`src/rtl/ce_pulse_sequencer_if.sv`:
```
// ce_pulse_sequencer_if
//   Bundles the run-control inputs and pulse outputs of ce_pulse_sequencer.
//   master: the controller that programs the sequencer and watches its outputs.
//   slave:  the sequencer itself.
//   Signals:
//     iEn        run request
//     iMode      00 off, 01 continuous, 10 repeating burst, 11 one-shot burst
//     iPeriod    cycles between pulses (0 behaves as 1)
//     iBurstLen  pulses per burst (0 behaves as 1)
//     iGap       extra idle cycles after each repeating burst
//     oCE        single-cycle clock-enable pulse for the Toggle stage
//     oBurstDone pulse coincident with the last oCE of a burst
//     oBusy      sequencer is actively running (RUN or GAP)
interface ce_pulse_sequencer_if #(
  parameter int CNT_W   = 16,
  parameter int BURST_W = 4
);
  logic               iEn;
  logic [1:0]         iMode;
  logic [CNT_W-1:0]   iPeriod;
  logic [BURST_W-1:0] iBurstLen;
  logic [CNT_W-1:0]   iGap;
  logic               oCE;
  logic               oBurstDone;
  logic               oBusy;

  modport master (
    output iEn, iMode, iPeriod, iBurstLen, iGap,
    input  oCE, oBurstDone, oBusy
  );

  modport slave (
    input  iEn, iMode, iPeriod, iBurstLen, iGap,
    output oCE, oBurstDone, oBusy
  );
endinterface

```
`src/rtl/ce_pulse_sequencer.sv`:
```
// ce_pulse_sequencer
//   Produces the single-cycle clock-enable pulses feeding the iCE input of the
//   Toggle stage: continuous pulsing every P cycles, repeating bursts of N
//   pulses separated by G idle cycles, or a single one-shot burst.
//   Ports:
//     iClk  system clock, rising edge
//     iRst  synchronous active-high reset
//     bus   ce_pulse_sequencer_if.slave (run controls in, oCE/oBurstDone/oBusy out)
module ce_pulse_sequencer #(
  parameter int CNT_W   = 16,
  parameter int BURST_W = 4
) (
  input  logic                   iClk,
  input  logic                   iRst,
  ce_pulse_sequencer_if.slave    bus
);

  localparam logic [1:0] IDLE = 2'd0;
  localparam logic [1:0] RUN  = 2'd1;
  localparam logic [1:0] GAP  = 2'd2;
  localparam logic [1:0] DONE = 2'd3;

  localparam logic [1:0] MODE_OFF  = 2'b00;
  localparam logic [1:0] MODE_CONT = 2'b01;
  localparam logic [1:0] MODE_ONCE = 2'b11;

  logic [1:0]         state_q, state_d;
  logic [CNT_W-1:0]   pCnt_q, pCnt_d;
  logic [BURST_W-1:0] bCnt_q, bCnt_d;
  logic [CNT_W-1:0]   gCnt_q, gCnt_d;

  // Shadow copies of the run controls; limits are stored as value-1 so that
  // a programmed 0 and a programmed 1 both become a limit of 0.
  logic [1:0]         mode_q, mode_d;
  logic [CNT_W-1:0]   pLim_q, pLim_d;
  logic [BURST_W-1:0] nLim_q, nLim_d;
  logic [CNT_W-1:0]   gap_q, gap_d;

  logic ce_q, ce_d;
  logic done_q, done_d;
  logic busy_q, busy_d;

  logic             runStep;
  logic [CNT_W-1:0] pCur;

  // Next-state logic. A "run step" advances the period counter and may emit a
  // pulse; it happens on every RUN edge and also on the edge that leaves IDLE
  // or GAP, with the period count starting from zero. That is what places the
  // first pulse P cycles after the exit edge.
  always_comb begin
    state_d = state_q;
    pCnt_d  = pCnt_q;
    bCnt_d  = bCnt_q;
    gCnt_d  = gCnt_q;
    mode_d  = mode_q;
    pLim_d  = pLim_q;
    nLim_d  = nLim_q;
    gap_d   = gap_q;
    ce_d    = 1'b0;
    done_d  = 1'b0;
    runStep = 1'b0;
    pCur    = pCnt_q;

    case (state_q)
      IDLE: begin
        if (bus.iEn && (bus.iMode != MODE_OFF)) begin
          mode_d  = bus.iMode;
          pLim_d  = (bus.iPeriod == '0) ? '0 : bus.iPeriod - CNT_W'(1);
          nLim_d  = (bus.iBurstLen == '0) ? '0 : bus.iBurstLen - BURST_W'(1);
          gap_d   = bus.iGap;
          runStep = 1'b1;
          pCur    = '0;
        end
      end
      RUN: runStep = 1'b1;
      GAP: begin
        if (gCnt_q == gap_q) begin
          runStep = 1'b1;
          pCur    = '0;
          gCnt_d  = '0;
        end else begin
          gCnt_d = gCnt_q + CNT_W'(1);
        end
      end
      default: ;
    endcase

    if (runStep) begin
      state_d = RUN;
      if (pCur == pLim_d) begin
        ce_d   = 1'b1;
        pCnt_d = '0;
        if (mode_d != MODE_CONT) begin
          if (bCnt_q == nLim_d) begin
            done_d = 1'b1;
            bCnt_d = '0;
            if (mode_d == MODE_ONCE) begin
              state_d = DONE;
            end else if (gap_d != '0) begin
              state_d = GAP;
              gCnt_d  = '0;
            end
          end else begin
            bCnt_d = bCnt_q + BURST_W'(1);
          end
        end
      end else begin
        pCnt_d = pCur + CNT_W'(1);
      end
    end

    // Dropping the run request abandons whatever is in progress.
    if (!bus.iEn) begin
      state_d = IDLE;
      pCnt_d  = '0;
      bCnt_d  = '0;
      gCnt_d  = '0;
      ce_d    = 1'b0;
      done_d  = 1'b0;
    end

    // The last pulse of a one-shot burst still counts as busy even though
    // the state has already moved to DONE.
    busy_d = ce_d | (state_d == RUN) | (state_d == GAP);
  end

  // State, counters, shadow controls and registered outputs.
  always_ff @(posedge iClk) begin
    if (iRst) begin
      state_q <= IDLE;
      pCnt_q  <= '0;
      bCnt_q  <= '0;
      gCnt_q  <= '0;
      mode_q  <= MODE_OFF;
      pLim_q  <= '0;
      nLim_q  <= '0;
      gap_q   <= '0;
      ce_q    <= 1'b0;
      done_q  <= 1'b0;
      busy_q  <= 1'b0;
    end else begin
      state_q <= state_d;
      pCnt_q  <= pCnt_d;
      bCnt_q  <= bCnt_d;
      gCnt_q  <= gCnt_d;
      mode_q  <= mode_d;
      pLim_q  <= pLim_d;
      nLim_q  <= nLim_d;
      gap_q   <= gap_d;
      ce_q    <= ce_d;
      done_q  <= done_d;
      busy_q  <= busy_d;
    end
  end

  assign bus.oCE        = ce_q;
  assign bus.oBurstDone = done_q;
  assign bus.oBusy      = busy_q;

endmodule

```
`src/flat_wrapper.sv`:
```
// flat-port wrapper written by rule: the top's interface ports become plain ports
module ce_pulse_sequencer_flat 
#(
  parameter int CNT_W   = 16,
  parameter int BURST_W = 4
)
  (iClk, iRst, bus_iEn, bus_iMode, bus_iPeriod, bus_iBurstLen, bus_iGap, bus_oCE, bus_oBurstDone, bus_oBusy);
  ce_pulse_sequencer_if #(.CNT_W(CNT_W), .BURST_W(BURST_W)) bus_i ();
  input  logic iClk;
  input  logic iRst;
  input wire logic [$bits(bus_i.iEn)-1:0] bus_iEn;
  input wire logic [$bits(bus_i.iMode)-1:0] bus_iMode;
  input wire logic [$bits(bus_i.iPeriod)-1:0] bus_iPeriod;
  input wire logic [$bits(bus_i.iBurstLen)-1:0] bus_iBurstLen;
  input wire logic [$bits(bus_i.iGap)-1:0] bus_iGap;
  output wire logic [$bits(bus_i.oCE)-1:0] bus_oCE;
  output wire logic [$bits(bus_i.oBurstDone)-1:0] bus_oBurstDone;
  output wire logic [$bits(bus_i.oBusy)-1:0] bus_oBusy;
  assign bus_i.iEn = bus_iEn;
  assign bus_i.iMode = bus_iMode;
  assign bus_i.iPeriod = bus_iPeriod;
  assign bus_i.iBurstLen = bus_iBurstLen;
  assign bus_i.iGap = bus_iGap;
  assign bus_oCE = bus_i.oCE;
  assign bus_oBurstDone = bus_i.oBurstDone;
  assign bus_oBusy = bus_i.oBusy;
  ce_pulse_sequencer #(.CNT_W(CNT_W), .BURST_W(BURST_W)) u_core (.iClk(iClk), .iRst(iRst), .bus(bus_i));
endmodule
```
`config.mk`:
```
export PLATFORM = sky130hd
export DESIGN_NAME = ce_pulse_sequencer_flat
export DESIGN_NICKNAME = d
export VERILOG_FILES = /design/src/rtl/ce_pulse_sequencer_if.sv /design/src/rtl/ce_pulse_sequencer.sv /design/src/flat_wrapper.sv
export SDC_FILE = /design/constraint.sdc
export NUM_CORES = 1
export LEC_CHECK = 0
export CAP_MARGIN = 40
export CORE_UTILIZATION = 64
export CTS_BUF_LIST = sky130_fd_sc_hd__clkbuf_8 sky130_fd_sc_hd__clkbuf_16
export DETAILED_ROUTE_END_ITERATION = 10
export DONT_BUFFER_PORTS = 1
export GPL_ROUTABILITY_DRIVEN = 0
export PLACE_DENSITY = 0.8
export SLEW_MARGIN = 20
export SYNTH_ARGS = -nofsm -noshare
export SYNTH_HDL_FRONTEND = slang
export SYNTH_SLANG_ARGS = --single-unit
```
`constraint.sdc`:
```
create_clock -name iClk -period 5.5 [get_ports iClk]
set_input_delay 0.825 -clock iClk [delete_from_list [all_inputs] [get_ports iClk]]
set_output_delay 0.825 -clock iClk [all_outputs]
set_load 0.02 [all_outputs]
```
---- Yosys cells after proc, flatten, opt, wreduce, memory -nomap -nowiden ----
Index checks and enable logic that the tools add are counted.
word-level totals
  output and inout port bits .............. 3
  register bits ........................... 79
  word-level logic and storage cells ...... 77
operators by class
  add/subtract/negate cells ............... 5
  multiplexer cells ....................... 37
  reduce and logical (&&, ||, !) cells .... 9
  equal/unequal tests ..................... 9
  bitwise logic cells ..................... 6
operators with widths
  cell                   count
  $mux 16                16
  $add 16x1->16 const B  2
  $eq 16x16->1           2
  $pmux 16 s2            1
  $mux 2                 9
  $logic_not 16->1       1
  $mux 4                 4
  $reduce_bool 16->1     1
  $sub 16x1->16 const B  1
  $eq 2x2->1 const B     3
  $mux 1                 6
  $reduce_or 5->1        1
  $add 4x1->4 const B    1
  $eq 2x1->1 const B     2
  $eq 4x4->1             1
  $logic_not 4->1        1
  $not 1->1              4
  $sub 4x1->4 const B    1
  $pmux 1 s3             1
  $reduce_and 3->1       1
  $logic_not 2->1        1
  $ne 2x1->1 const B     1
  $or 1x1->1             2
  $reduce_bool 2->1      1
  other kinds (2)        2

---- Depth between registers and ports, before layout ----
  depth in word-level cells ............... 15
  mapped depth ............................ 17

---- Least setup slack after synthesis ----
OpenSTA, ideal clock, no wires.
  path kind ............................... in2reg
  start ................................... input port bus_iPeriod[7]
  end ..................................... register u_core.gCnt_q[10]
  data arrival time ....................... 3.945 ns
  cell stages on the path ................. 13
  slack ................................... 1.423 ns
  cells stage by stage .................... or4_1 -> buf_2 -> nor4_4 -> o2111ai_1 -> o211a_1 -> or4b_1 -> a21bo_2 -> a2111oi_2 -> nand4_1 -> buf_2 -> o21ai_4 -> buf_6 -> nor3_1
on the way
  cells in the longest elaborated chain, start to end .. 7
  elaborated cells between the ends (all ways) .. 8
  classes of those cells .................. add/sub: 1; eq/ne: 1; mux: 5; reduce/logical: 1
RTL lines
  element                                            RTL line                   RTL
  from (decl)                                        flat_wrapper.sv:13         input wire logic [$bits(bus_i.iPeriod)-1:0] bus_iPeriod;
  $sub 16x1->16 or $logic_not 16->1 (tied branches)  ce_pulse_sequencer.sv:68   pLim_d = (bus.iPeriod == '0) ? '0 : bus.iPeriod - CNT_W'(1);
  $mux 16 *                                          ce_pulse_sequencer.sv:68
  $mux 16 *                                          ce_pulse_sequencer.sv:66   if (bus.iEn && (bus.iMode != MODE_OFF)) begin
  $mux 16 *                                          ce_pulse_sequencer.sv:64   case (state_q)
  $eq 16x16->1 *                                     ce_pulse_sequencer.sv:90   if (pCur == pLim_d) begin
  $mux 16 *                                          ce_pulse_sequencer.sv:90
  $mux 16 *                                          ce_pulse_sequencer.sv:88   if (runStep) begin
  to (signal assigned)                               ce_pulse_sequencer.sv:145  gCnt_q <= gCnt_d;
  to (decl)                                          ce_pulse_sequencer.sv:30   logic [CNT_W-1:0] gCnt_q, gCnt_d;
Every way passes the cells marked *; elsewhere a longest branch is shown, timed or not.
A chain may end at the register's enable or synchronous reset.

---- Worst setup path in the final report ----
  start ................................... input port bus_iPeriod[0]
  end ..................................... register u_core.pCnt_q[8]
on the way
  cells in the longest elaborated chain, start to end .. 6
  elaborated cells between the ends (all ways) .. 7
  classes of those cells .................. add/sub: 1; eq/ne: 1; mux: 4; reduce/logical: 1
RTL lines
  element                                            RTL line                   RTL
  $sub 16x1->16 or $logic_not 16->1 (tied branches)  ce_pulse_sequencer.sv:68
  $mux 16 *                                          ce_pulse_sequencer.sv:68
  $mux 16 *                                          ce_pulse_sequencer.sv:66
  $mux 16 *                                          ce_pulse_sequencer.sv:64
  $eq 16x16->1 *                                     ce_pulse_sequencer.sv:90
  $mux 16 *                                          ce_pulse_sequencer.sv:90
  to (signal assigned)                               ce_pulse_sequencer.sv:143  pCnt_q <= pCnt_d;
  to (decl)                                          ce_pulse_sequencer.sv:28   logic [CNT_W-1:0] pCnt_q, pCnt_d;
Marks and branches as above.

==> flow_summary_export.csv <==
group,metric,value,unit
run_status,status,"complete, but fails checks",
run_status,violations,"design-rule violations",
timing,fin_crit_sh,0.831,
timing,setup_tns,0,ns
global_routing,grt_pass1_wl,17.7,mm
route,wire_per_inst,17.1,µm
clock_network,numCtsBuffers,9,
worst_hold_path,holdPathStages,2,
global_routing,gr-usage-all-layers,0.313,
timing,fin_crit,4.57,ns
floorplanning,die_w,84.8,µm
critical_path,cp_max_fo,13,
layout,diodes,0,
layout,syn_to_final_growth,5.90,%
critical_path,worstPathArrival,4.80,ns
timing,skew,0.0186,ns
floorplanning,fp.dieH,84.8,µm
timing,slew_headroom,0.466,
logic_synthesis,synth_top_family_by_area,"simple AND/OR/NAND/NOR gates",
logic_synthesis,yosys_most_used_dff,"dfxtp_1",
layout,fin_nets,593,
route,route.detailed.drc,4,
clock_network,ctsResizeCount,0,
logic_synthesis,synth_mux_area_frac,0.0140,
floorplanning,ios,44,
pwr,powerDensity,264,mW/mm²
worst_hold_path,holdCritPathClass,"register to register",
logic_synthesis,synth_edf_count,0,
floorplanning,start_util,0.675,
timing,setup_violations,0,
logic_synthesis,syn_nets,602,
clock_network,clk_pin_slew_worst_paths,0.09,ns
clock_network,post-cts-setup-buffers,0,
clock_network,cts_tree,"built",
logic_synthesis,synth_warnings,0,
logic_synthesis,ys_types,64,
floorplanning,core_area,0.00649,mm²
run,cap_viol_max_count,0,
logic_synthesis,synth-async-reset-ratio,0,
logic_synthesis,synthAdderAreaFrac,0.0114,
route,firstDrtPassIters,11,
global_routing,grt_use_met1,0.417,
route,first_iter_violations,343,
clock_network,cts_hold_buf,0,
logic_synthesis,syn_area_per_cell,7.88,µm²
global_routing,antenna_found_initial,0,
placement,portBuffers,0,
logic_synthesis,synth_area_leaders,"dfxtp_1 36%, xor2_1 7.2%, nand2_1 6.1%",
floorplanning,std_cell_rows,29,
global_routing,gr-usage-met2,0.506,
route,routed_wl,10.7,mm
critical_path,cp-start-kind,"primary input",
logic_synthesis,ys_ff_latch,79,
critical_path,end_kind,"register",
critical_path,worstSetupPathType,"primary input to register",
pwr,p_leak,1.68,nW
timing,hold_viol,0,
timing,rsz0062_at_grt,"false",
logic_synthesis,syn-instance-count,557,
logic_synthesis,synth-seq-area-share,0.361,
route,ant_nets,0,
critical_path,required,5.73,ns
logic_synthesis,synth-simple-area-share,0.307,
global_routing,met3_usage,0.0649,
clock_network,clk_latency,0.36,ns
timing,max_freq,219,MHz
placement,dp_hpwl,7.72,mm
layout,finish.utilization,0.715,
clock_network,clock-sinks,79,
logic_synthesis,synth_xor_area_frac,0.0958,
route,via_per_inst,6.47,
global_routing,grt_max_degree,41,
clock_network,htree_levels,3,
clock_network,cts-root-buf,"clkbuf_8",
logic_synthesis,synth-compound-area-share,0.180,
global_routing,grt_pass1_vias,3780,
logic_synthesis,syn_area,0.00439,mm²
logic_synthesis,synth_top_area_frac,0.361,
timing,worstMarginPinSlew,0.793,ns
pwr,vdd_ir_drop_max,194,µV
critical_path,reg2reg_depth,10,
global_routing,busiest_layer,"met2",
logic_synthesis,synth_area_leader_cell,"dfxtp_1",
clock_network,clockBufferDepth,2,
floorplanning,fp.dieArea,0.00719,mm²
logic_synthesis,yosysMostFrequentCell,"dfxtp_1",
logic_synthesis,yosys-top-cells-count,"79 x dfxtp_1, 71 x nand2_1, 57 x nor2_1",
layout,drive_above_1_share,0.0741,
global_routing,overflow,0,
timing,slew_viol_final,0,
route,vias,4075,
stage by stage:
step	setup WS (ns)	cells	hold slack, ns	power [W]	cell area [µm²]
global route	0.459	630	0.504	0.00127	4650
global placement	0.822	612	0.468	0.000771	4410
floorplan	1.42	557	0.450	0.000742	4390
finish	0.930	630	0.491	0.00123	4650
CTS	1.00	629	0.493	0.00123	4640
detailed placement	0.632	613	0.479	0.000777	4430
worst max-delay path: stages:
cell and delay (ns):
inv_1 0.05, ha_1 0.20, or3b_2 0.54, nor4_1 0.66, nand2_1 0.28, o211ai_1 0.25, nor4b_1 0.32, a211oi_1 0.11
a2111oi_2 0.25, nand4_1 0.53, o21ai_2 0.66, nor3_1 0.11
routing by layer:
layer | routed length, µm | part of all wire | vias to the layer above
met5 | 0 | 0 | -
li1 | - | - | 2002
met3 | 798 | 0.074 | 21
met1 | 4790 | 0.45 | 1903
met2 | 4990 | 0.46 | 149
met4 | 162 | 0.015 | 0
sequential cells by signal, indices dropped and copies added, names as in the netlist:
signal and count:
u_core.bCnt_q 4, u_core.bus.oBurstDone 1, u_core.bus.oBusy 1, u_core.bus.oCE 1, u_core.gCnt_q 16, u_core.gap_q 16, u_core.mode_q 2, u_core.nLim_q 4
u_core.pCnt_q 16, u_core.pLim_q 16, u_core.state_q 2
cell usage in the layout (no fill, tap or decap), types with 3 or more instances in the layout:
cell and n:
o31ai_1 4, nor4_1 19, xnor2_1 12, a21oi_1 39, nand3_1 15, or3_1 5, nor3b_1 10, nor2b_1 6
nor3_1 27, clkbuf_8 10, a211oi_1 5, buf_4 7, nand2_1 71, dfxtp_1 79, and3_1 15, a31oi_1 7
or4_1 6, o211ai_1 4, inv_1 4, mux2i_1 5, nor2_1 56, nand4_1 8, or2_2 3, ha_1 4
o21ai_0 35, xor2_1 36, nand4b_1 7
final timing paths:
kind | to | slack (ns) | start
max reg2reg | u_core.pCnt_q[8] | 1.25 | u_core.state_q[1]
max | u_core.pCnt_q[8] | 0.93 | bus_iPeriod[0]
min reg2reg | u_core.gap_q[5] | 0.49 | u_core.gap_q[5]
min | u_core.gap_q[5] | 0.49 | u_core.gap_q[5]
cell families (layout without fill, tap and decap cells):
kind of cell | after synthesis | after routing
and+or+nand+nor | 262 | 262
AOI/OAI and AO/OA | 125 | 125
DFF | 79 | 79
xor gates and xnor gates | 48 | 48
muxes | 6 | 6
buffers and inverters | 33 | 29
adders and majority gates | 4 | 4
final cells by class:
type                       instances  area [µm²]
tap                               77        96.3
clock buffer                      10         138
clock inverter                     6        75.1
timing repair buffer               9        71.3
multi-input combinational        445        2670
fill                             542        1850
inverter                           4        15.0
sequential                        79        1580
power by group:
part	switching, W	total, W	internal [W]
logic	0.000101	0.000165	0.0000636
registers	0.0000124	0.000604	0.000591
clock network	0.000230	0.000459	0.000229
total	0.000343	0.00123	0.000884
Note: power is estimated with default switching activity, not from simulation.
